### config.mk
export PLATFORM = sky130hd
export DESIGN_NAME = shuffle_ctrl
export DESIGN_NICKNAME = d
export VERILOG_FILES = /design/src/rtl/shuffle_ctrl.sv
export SDC_FILE = /design/constraint.sdc
export NUM_CORES = 1
export LEC_CHECK = 0
export CORE_UTILIZATION = 29
export CTS_CLUSTER_DIAMETER = 100
export DETAILED_ROUTE_END_ITERATION = 10
export GPL_TIMING_DRIVEN = 0
export PLACE_DENSITY = 0.58
export SETUP_SLACK_MARGIN = 0.2
export SYNTH_ARGS = -nofsm -noshare
export SYNTH_HDL_FRONTEND = slang
export SYNTH_SLANG_ARGS = --single-unit
### constraint.sdc
create_clock -name CLK -period 5.5 [get_ports CLK]
set_clock_uncertainty 0.05 [all_clocks]
set_input_delay 1.1 -clock CLK [delete_from_list [all_inputs] [get_ports CLK]]
set_output_delay 1.1 -clock CLK [all_outputs]
set_load 0.01 [all_outputs]
### src/rtl/shuffle_ctrl.sv
// Sequencer for the 10-bit number-shuffle datapath: captures a pattern, runs ROUNDS
// permute+rotate rounds driven by an on-chip LFSR, returns the result via valid/ack.
// Optional build macro SHUFFLE_CTRL_RESEED_EN adds a runtime LFSR reseed port.
module shuffle_ctrl #(
    parameter int unsigned ROUNDS = 3,
    parameter logic [9:0]  SEED   = 10'h2A5
) (
    input  logic       CLK,
    input  logic       RSTN,
    input  logic       I_START,
    input  logic [9:0] I_NUM,
    input  logic       I_ACK,
`ifdef SHUFFLE_CTRL_RESEED_EN
    input  logic       I_SEED_LD,
    input  logic [9:0] I_SEED,
`endif
    output logic       O_BUSY,
    output logic       O_VALID,
    output logic [9:0] O_NUM,
    output logic [3:0] O_ROT
);

    typedef enum logic [1:0] {IDLE, ROUND, DONE} state_t;

    localparam logic [3:0] LAST = 4'(ROUNDS - 1);

    state_t     state_q, state_d;
    logic [9:0] lfsr_q, lfsr_d;
    logic [9:0] d_q, d_d;
    logic [3:0] cnt_q, cnt_d;
    logic [9:0] num_q, num_d;
    logic [3:0] rot_q, rot_d;
    logic       valid_q, valid_d;
    logic       busy_q, busy_d;

    logic [3:0] amt;
    logic [9:0] round_res;

    function automatic logic [9:0] perm(input logic [9:0] x);
        return {x[1], x[3], x[7], x[9], x[2], x[0], x[8], x[5], x[6], x[4]};
    endfunction

    // Fold 10..15 back into 0..5 so the rotate never reaches a full turn.
    function automatic logic [3:0] rot_amt(input logic [9:0] l);
        return (l[3:0] >= 4'd10) ? (l[3:0] - 4'd10) : l[3:0];
    endfunction

    function automatic logic [9:0] rotl10(input logic [9:0] x, input logic [3:0] a);
        logic [19:0] t;
        t = {x, x} << a;
        return t[19:10];
    endfunction

    always_comb begin
        // Shift toward the MSB; taps 10 and 7 feed bit 0. All-zero recovers to SEED.
        lfsr_d = (lfsr_q == 10'd0) ? SEED : {lfsr_q[8:0], lfsr_q[9] ^ lfsr_q[6]};
`ifdef SHUFFLE_CTRL_RESEED_EN
        if (I_SEED_LD)
            lfsr_d = (I_SEED == 10'd0) ? SEED : I_SEED;
`endif
    end

    assign amt       = rot_amt(lfsr_q);
    assign round_res = rotl10(perm(d_q), amt);

    always_comb begin
        state_d = state_q;
        d_d     = d_q;
        cnt_d   = cnt_q;
        num_d   = num_q;
        rot_d   = rot_q;
        case (state_q)
            IDLE: begin
                if (I_START) begin
                    d_d     = I_NUM;
                    cnt_d   = 4'd0;
                    state_d = ROUND;
                end
            end
            ROUND: begin
                d_d   = round_res;
                cnt_d = cnt_q + 4'd1;
                if (cnt_q == LAST) begin
                    num_d   = round_res;
                    rot_d   = amt;
                    state_d = DONE;
                end
            end
            DONE: begin
                if (I_ACK)
                    state_d = IDLE;
            end
            default: state_d = IDLE;
        endcase
        valid_d = (state_d == DONE);
        busy_d  = (state_d != IDLE);
    end

    always_ff @(posedge CLK or negedge RSTN) begin
        if (!RSTN) begin
            state_q <= IDLE;
            lfsr_q  <= SEED;
            d_q     <= '0;
            cnt_q   <= '0;
            num_q   <= '0;
            rot_q   <= '0;
            valid_q <= 1'b0;
            busy_q  <= 1'b0;
        end else begin
            state_q <= state_d;
            lfsr_q  <= lfsr_d;
            d_q     <= d_d;
            cnt_q   <= cnt_d;
            num_q   <= num_d;
            rot_q   <= rot_d;
            valid_q <= valid_d;
            busy_q  <= busy_d;
        end
    end

    assign O_BUSY  = busy_q;
    assign O_VALID = valid_q;
    assign O_NUM   = num_q;
    assign O_ROT   = rot_q;

endmodule

Word-level counts from Yosys, hierarchy flattened. Cells that the tools add are included.

Register bits after elaboration: 42. Input bits: 14. Logic and storage cells: 34.

$add $sub $neg: 2. Order comparisons: 1. Eq/ne operators: 5. Shift-type cells: 1. Multiplexer cells: 10. Bitwise gates (word level): 1. Reduce and logical (&&, ||, !) cells: 6.

Operators with widths (number): $mux W10 (2); $pmux W10 S2 (1); $shl A20 B4 Y20 (1); $logic_not A10 Y1 (1); $mux W4 (2); $pmux W4 S2 (1); $mux W2 (3); $pmux W2 S3 (1); $add A4 B1 Y4 const B (1); $eq A2 B2 Y1 const B (2); $eq A4 B2 Y1 const B (1); $ge A4 B4 Y1 const B (1); $reduce_and A2 Y1 (2); $reduce_bool A2 Y1 (2); $sub A4 B4 Y4 const B (1); $eq A2 B1 Y1 const B (1); $logic_not A2 Y1 (1); $ne A2 B2 Y1 const B (1); $xor A1 B1 Y1 (1).

Longest topological paths before layout.
Depth in word-level cells: 4. Gate-level depth with buffers: 10.

Worst setup path after synthesis. Ideal clock, no wire load.

Path type: register to register. Start: register lfsr_q[2]. End: register d_q[6]. Library setup time: 0.067 ns. Arrival time: 2.194 ns. Path slack: 3.189 ns. Cell stages (with the launch flop): 10. Clock period less this slack: 2.311 ns. Cells stage by stage: dfstp_2 inv_1 ha_1 nand2_1 nand2b_4 buf_6 mux4_2 a222oi_1 a222oi_1 inv_1.

Cells in the longest elaborated chain, start to end: 4. Elaborated cells between the ends (all ways): 5. Those cells by class: 1 x add/sub; 1 x order compare; 1 x shift; 2 x mux.

RTL lines: from (decl) (line 28) `logic [9:0] lfsr_q, lfsr_d;`; from (signal assigned) (line 111) `lfsr_q <= lfsr_d;`; $sub A4 B4 Y4 or $ge A4 B4 Y1 (tied branches) (line 45) `return (l[3:0] >= 4'd10) ? (l[3:0] - 4'd10) : l[3:0];`; $mux W4 (*) (line 45); $shl A20 B4 Y20 (*) (line 50) `t = {x, x} << a;`; $pmux W10 S2 (*) (line 72) `case (state_q)`; to (signal assigned) (line 103) `d_q <= '0;`; to (signal assigned) (line 112) `d_q <= d_d;`; to (decl) (line 29) `logic [9:0] d_q, d_d;`.

Every way passes the cells marked *; elsewhere a longest branch is shown, timed or not. A chain may end at the register's enable or synchronous reset.

Worst setup path after layout.
Start: input I_START. End: register d_q[5].

Cells in the longest elaborated chain, start to end: 2.

RTL lines: from (decl) (line 10) `input logic I_START,`; $ne A2 B2 Y1 (no line); $reduce_and A2 Y1 (no line).

Every way passes these cells.

==> impl_metrics.yaml <==
status:
  status: "completed"
cells_and_area:
  fin_area_um2: 2758
  layout_commonest_cell: "dfrtp_1"
  antenna_cells: 0
  fin_nets: 257
  fin_util_pct: 37.62
  drive_gt1_share_pct: 18.26
  layout.cells.non_filler: 340
  multi_input_area_um2: 1047
  area_growth_pct: 24.45
  final_cell_mix: "dfrtp_1 (37), clkdlybuf4s50_1 (28), nand2_1 (20), mux2i_1 (19), o21ai_1 (16)"
  n_fill_cell: 753
  seq_area_um2: 1057
sta:
  holdWs_ns: 0.4297
  worst_pin_slew_ns: 0.6923
  max_freq_ghz: 0.3873
  period_share_pct: 46.94
  fin_crit_ns: 2.582
  grt_setup_unrepaired: "false"
  slew_viol_final: 0
  max-slew-margin-rel_pct: 53.65
  fin_ws_ns: 2.918
  hold_violations: 0
  setup_tns_ns: 0
  setup_violations: 0
grt:
  grt_pass1_wl_um: 8355
  grt_overflow: 0
  antenna_found_initial: 0
  grt_max_degree: 24
  grt_usage_pct: 14.10
  grt_pass1_vias: 1654
critical_path:
  arrival_ns: 2.76
  cp-end-kind: "flop"
  critPathBufInv: 2
  critPathKind: "in -> reg"
  r2r_start: "lfsr_q[2]$_DFF_PN1_"
  startpoint_type: "primary input"
  critical_path.cell_chain: "clkdlybuf4s50_1 -> o21bai_1 -> clkbuf_1 -> a22oi_1 -> o21ai_1"
  startpoint: "I_START"
  cpMaxStageDelayCell: "clkbuf_1"
  cp_max_fo: 10
  critical_path.max_stage_delay_ns: 0.49
  critPathRequiredTime_ns: 5.68
  crit_family: "buffers and inverters"
synth:
  synth-edff-count: 0
  ys_seq_area_share_pct: 47.71
  yosysTopAreaCell: "dfrtp_1"
  avgSynthCellArea_um2: 10.92
  synthTopCellsByArea: "dfrtp_1 (42%), mux2i_1 (8.6%), mux2_2 (7.6%), dfstp_2 (5.9%), o21ai_1 (3.6%)"
  async_flop_share_pct: 100.0
  mappedNetlistArea_um2: 2216
  yosysWarningCount: 0
  synth_nets: 220
  synth_top_area_share_pct: 41.78
  synth_seq_cells: 42
  synth.distinct_cells: 44
  syn_inst: 203
  synthFlopType: "dfrtp_1"
cts:
  cts-root-buf: "clkbuf_8"
  cts_max_path_buffers: 2
  ctsHoldBuffers: 0
  clk_pin_slew_ns: 0.08
  cts_resized: 0
  cts_setup_buffers: 0
  clkSinkCount: 42
  cts_tree: "built"
  cts_made_buffers: 5
  clock_latency_ns: 0.30
  cts_max_level: 2
die:
  initial_core_util_pct: 30.23
  die_h_um: 89.41
  coreArea_um2: 7331
  die_area_um2: 7994
  rows: 31
  die_width_um: 89.41
  pin_count: 30
placed_design:
  placed_cells: 332
  hpwlAfterDp_um: 3719
  io_buffers: 29
  routabilityCongestion: 0.8367
  preCtsSetupSlack_ns: 2.589
  post_dp_cell_area_um2: 2645
route:
  viasPerCell: 4.947
  drt-initial-drc-count: 147
  ant_nets: 0
  drt-wirelength-per-cell_um: 14.81
  num_vias: 1682
  totalWireLength_um: 5034
  drc_errors: 0
  dr.pass1.iters: 4
pwr:
  pwr-share-seq_pct: 38.0
  powerDensity_nw_per_um2: 470.1
  pwr-share-comb_pct: 42.6
  ir_drop_v: 0.0002065
  clkPwrFrac_pct: 19.3
  total_power_mw: 1.296
  p_leak_nw: 1.193
  swShare_pct: 36.02
  power_switching_uw: 467.0
  p_int_uw: 829.4
hold_path:
  min_from: "lfsr_q[4]$_DFF_PN0_"
  hold_class: "reg -> reg"
flow_run:
  cap_violations: 0
-- area by class of cell --
| cell class | count | area share, % |
|---|---|---|
| Clock inverter | 3 | 1.588 |
| Sequential cell | 42 | 38.34 |
| Inverter | 6 | 0.8167 |
| Tap cell | 99 | 4.492 |
| Clock buffer | 5 | 2.495 |
| Buffer | 16 | 3.221 |
| Timing Repair Buffer | 30 | 11.07 |
| Multi-Input combinational cell | 139 | 37.98 |
-- cell families after synthesis --
| group | Yosys count | share of synthesized area (%) |
|---|---|---|
| AO/OA/AOI/OAI | 52 | 15.98 |
| AND/OR/NAND/NOR | 45 | 10.45 |
| flip-flops | 42 | 47.71 |
| multiplexers | 38 | 18.75 |
| buffers and inverters | 22 | 5.025 |
| adder cells (fa/ha/maj) | 3 | 1.694 |
| XOR/XNOR | 1 | 0.3953 |
-- power groups by stage --
stage	Sequential, mW	Combinational (mW)	Clock, mW
after global routing	0.509	0.620	0.272
after detailed placement	0.501	0.553	0
after global placement	0.498	0.545	0
after CTS	0.496	0.557	0.259
final	0.493	0.553	0.251
after floorplan	0.507	0.321	0
-- Yosys cell counts (2+ instances only) --
master    count
nand3_1       3
mux2_2       15
nand2_1      20
o21ai_0       4
a21oi_1       2
o21a_1        2
a22o_1        4
inv_1         5
buf_6         2
mux2i_1      19
mux2_1        3
o21ai_1      16
dfrtp_1      37
a22oi_1       9
buf_2         2
nand2b_1      4
nor3_1        4
dfstp_2       5
buf_4         3
nor4_1        2
ha_1          3
nor2_1        4
nor2b_1       3
a21o_1        3
clkbuf_1      9
a222oi_1      2
-- sequential cells by signal, summed over array words and instances, names as in the netlist --
register and flops:
O_NUM 10, O_VALID 1, O_BUSY 1, lfsr_q 10
O_ROT 4, cnt_q 4, state_q 2, d_q 10
-- per-layer routing --
metal,up-vias,global-route usage [%],wire [um]
met5,-,0,0
met4,0,4.762,75
met3,8,3.047,182
met2,33,22.21,2340
met1,836,19.23,2436
li1,805,-,-
-- path summary, 6_finish.rpt --
check                                  endpoint  slack [ns]  cells past startpoint
max reg2reg                  d_q[6]$_DFFE_PN0P_        2.94                      9
min                         lfsr_q[5]$_DFF_PN1_        0.43                      1
min in group asynchronous  O_ROT[0]$_DFFE_PN0P_        0.70                      1
max in group asynchronous   lfsr_q[0]$_DFF_PN1_        4.13                      2
max                          d_q[5]$_DFFE_PN0P_        2.92                      5
min reg2reg                 lfsr_q[5]$_DFF_PN1_        0.43                      1
Note: power is estimated with default switching activity, not from simulation.
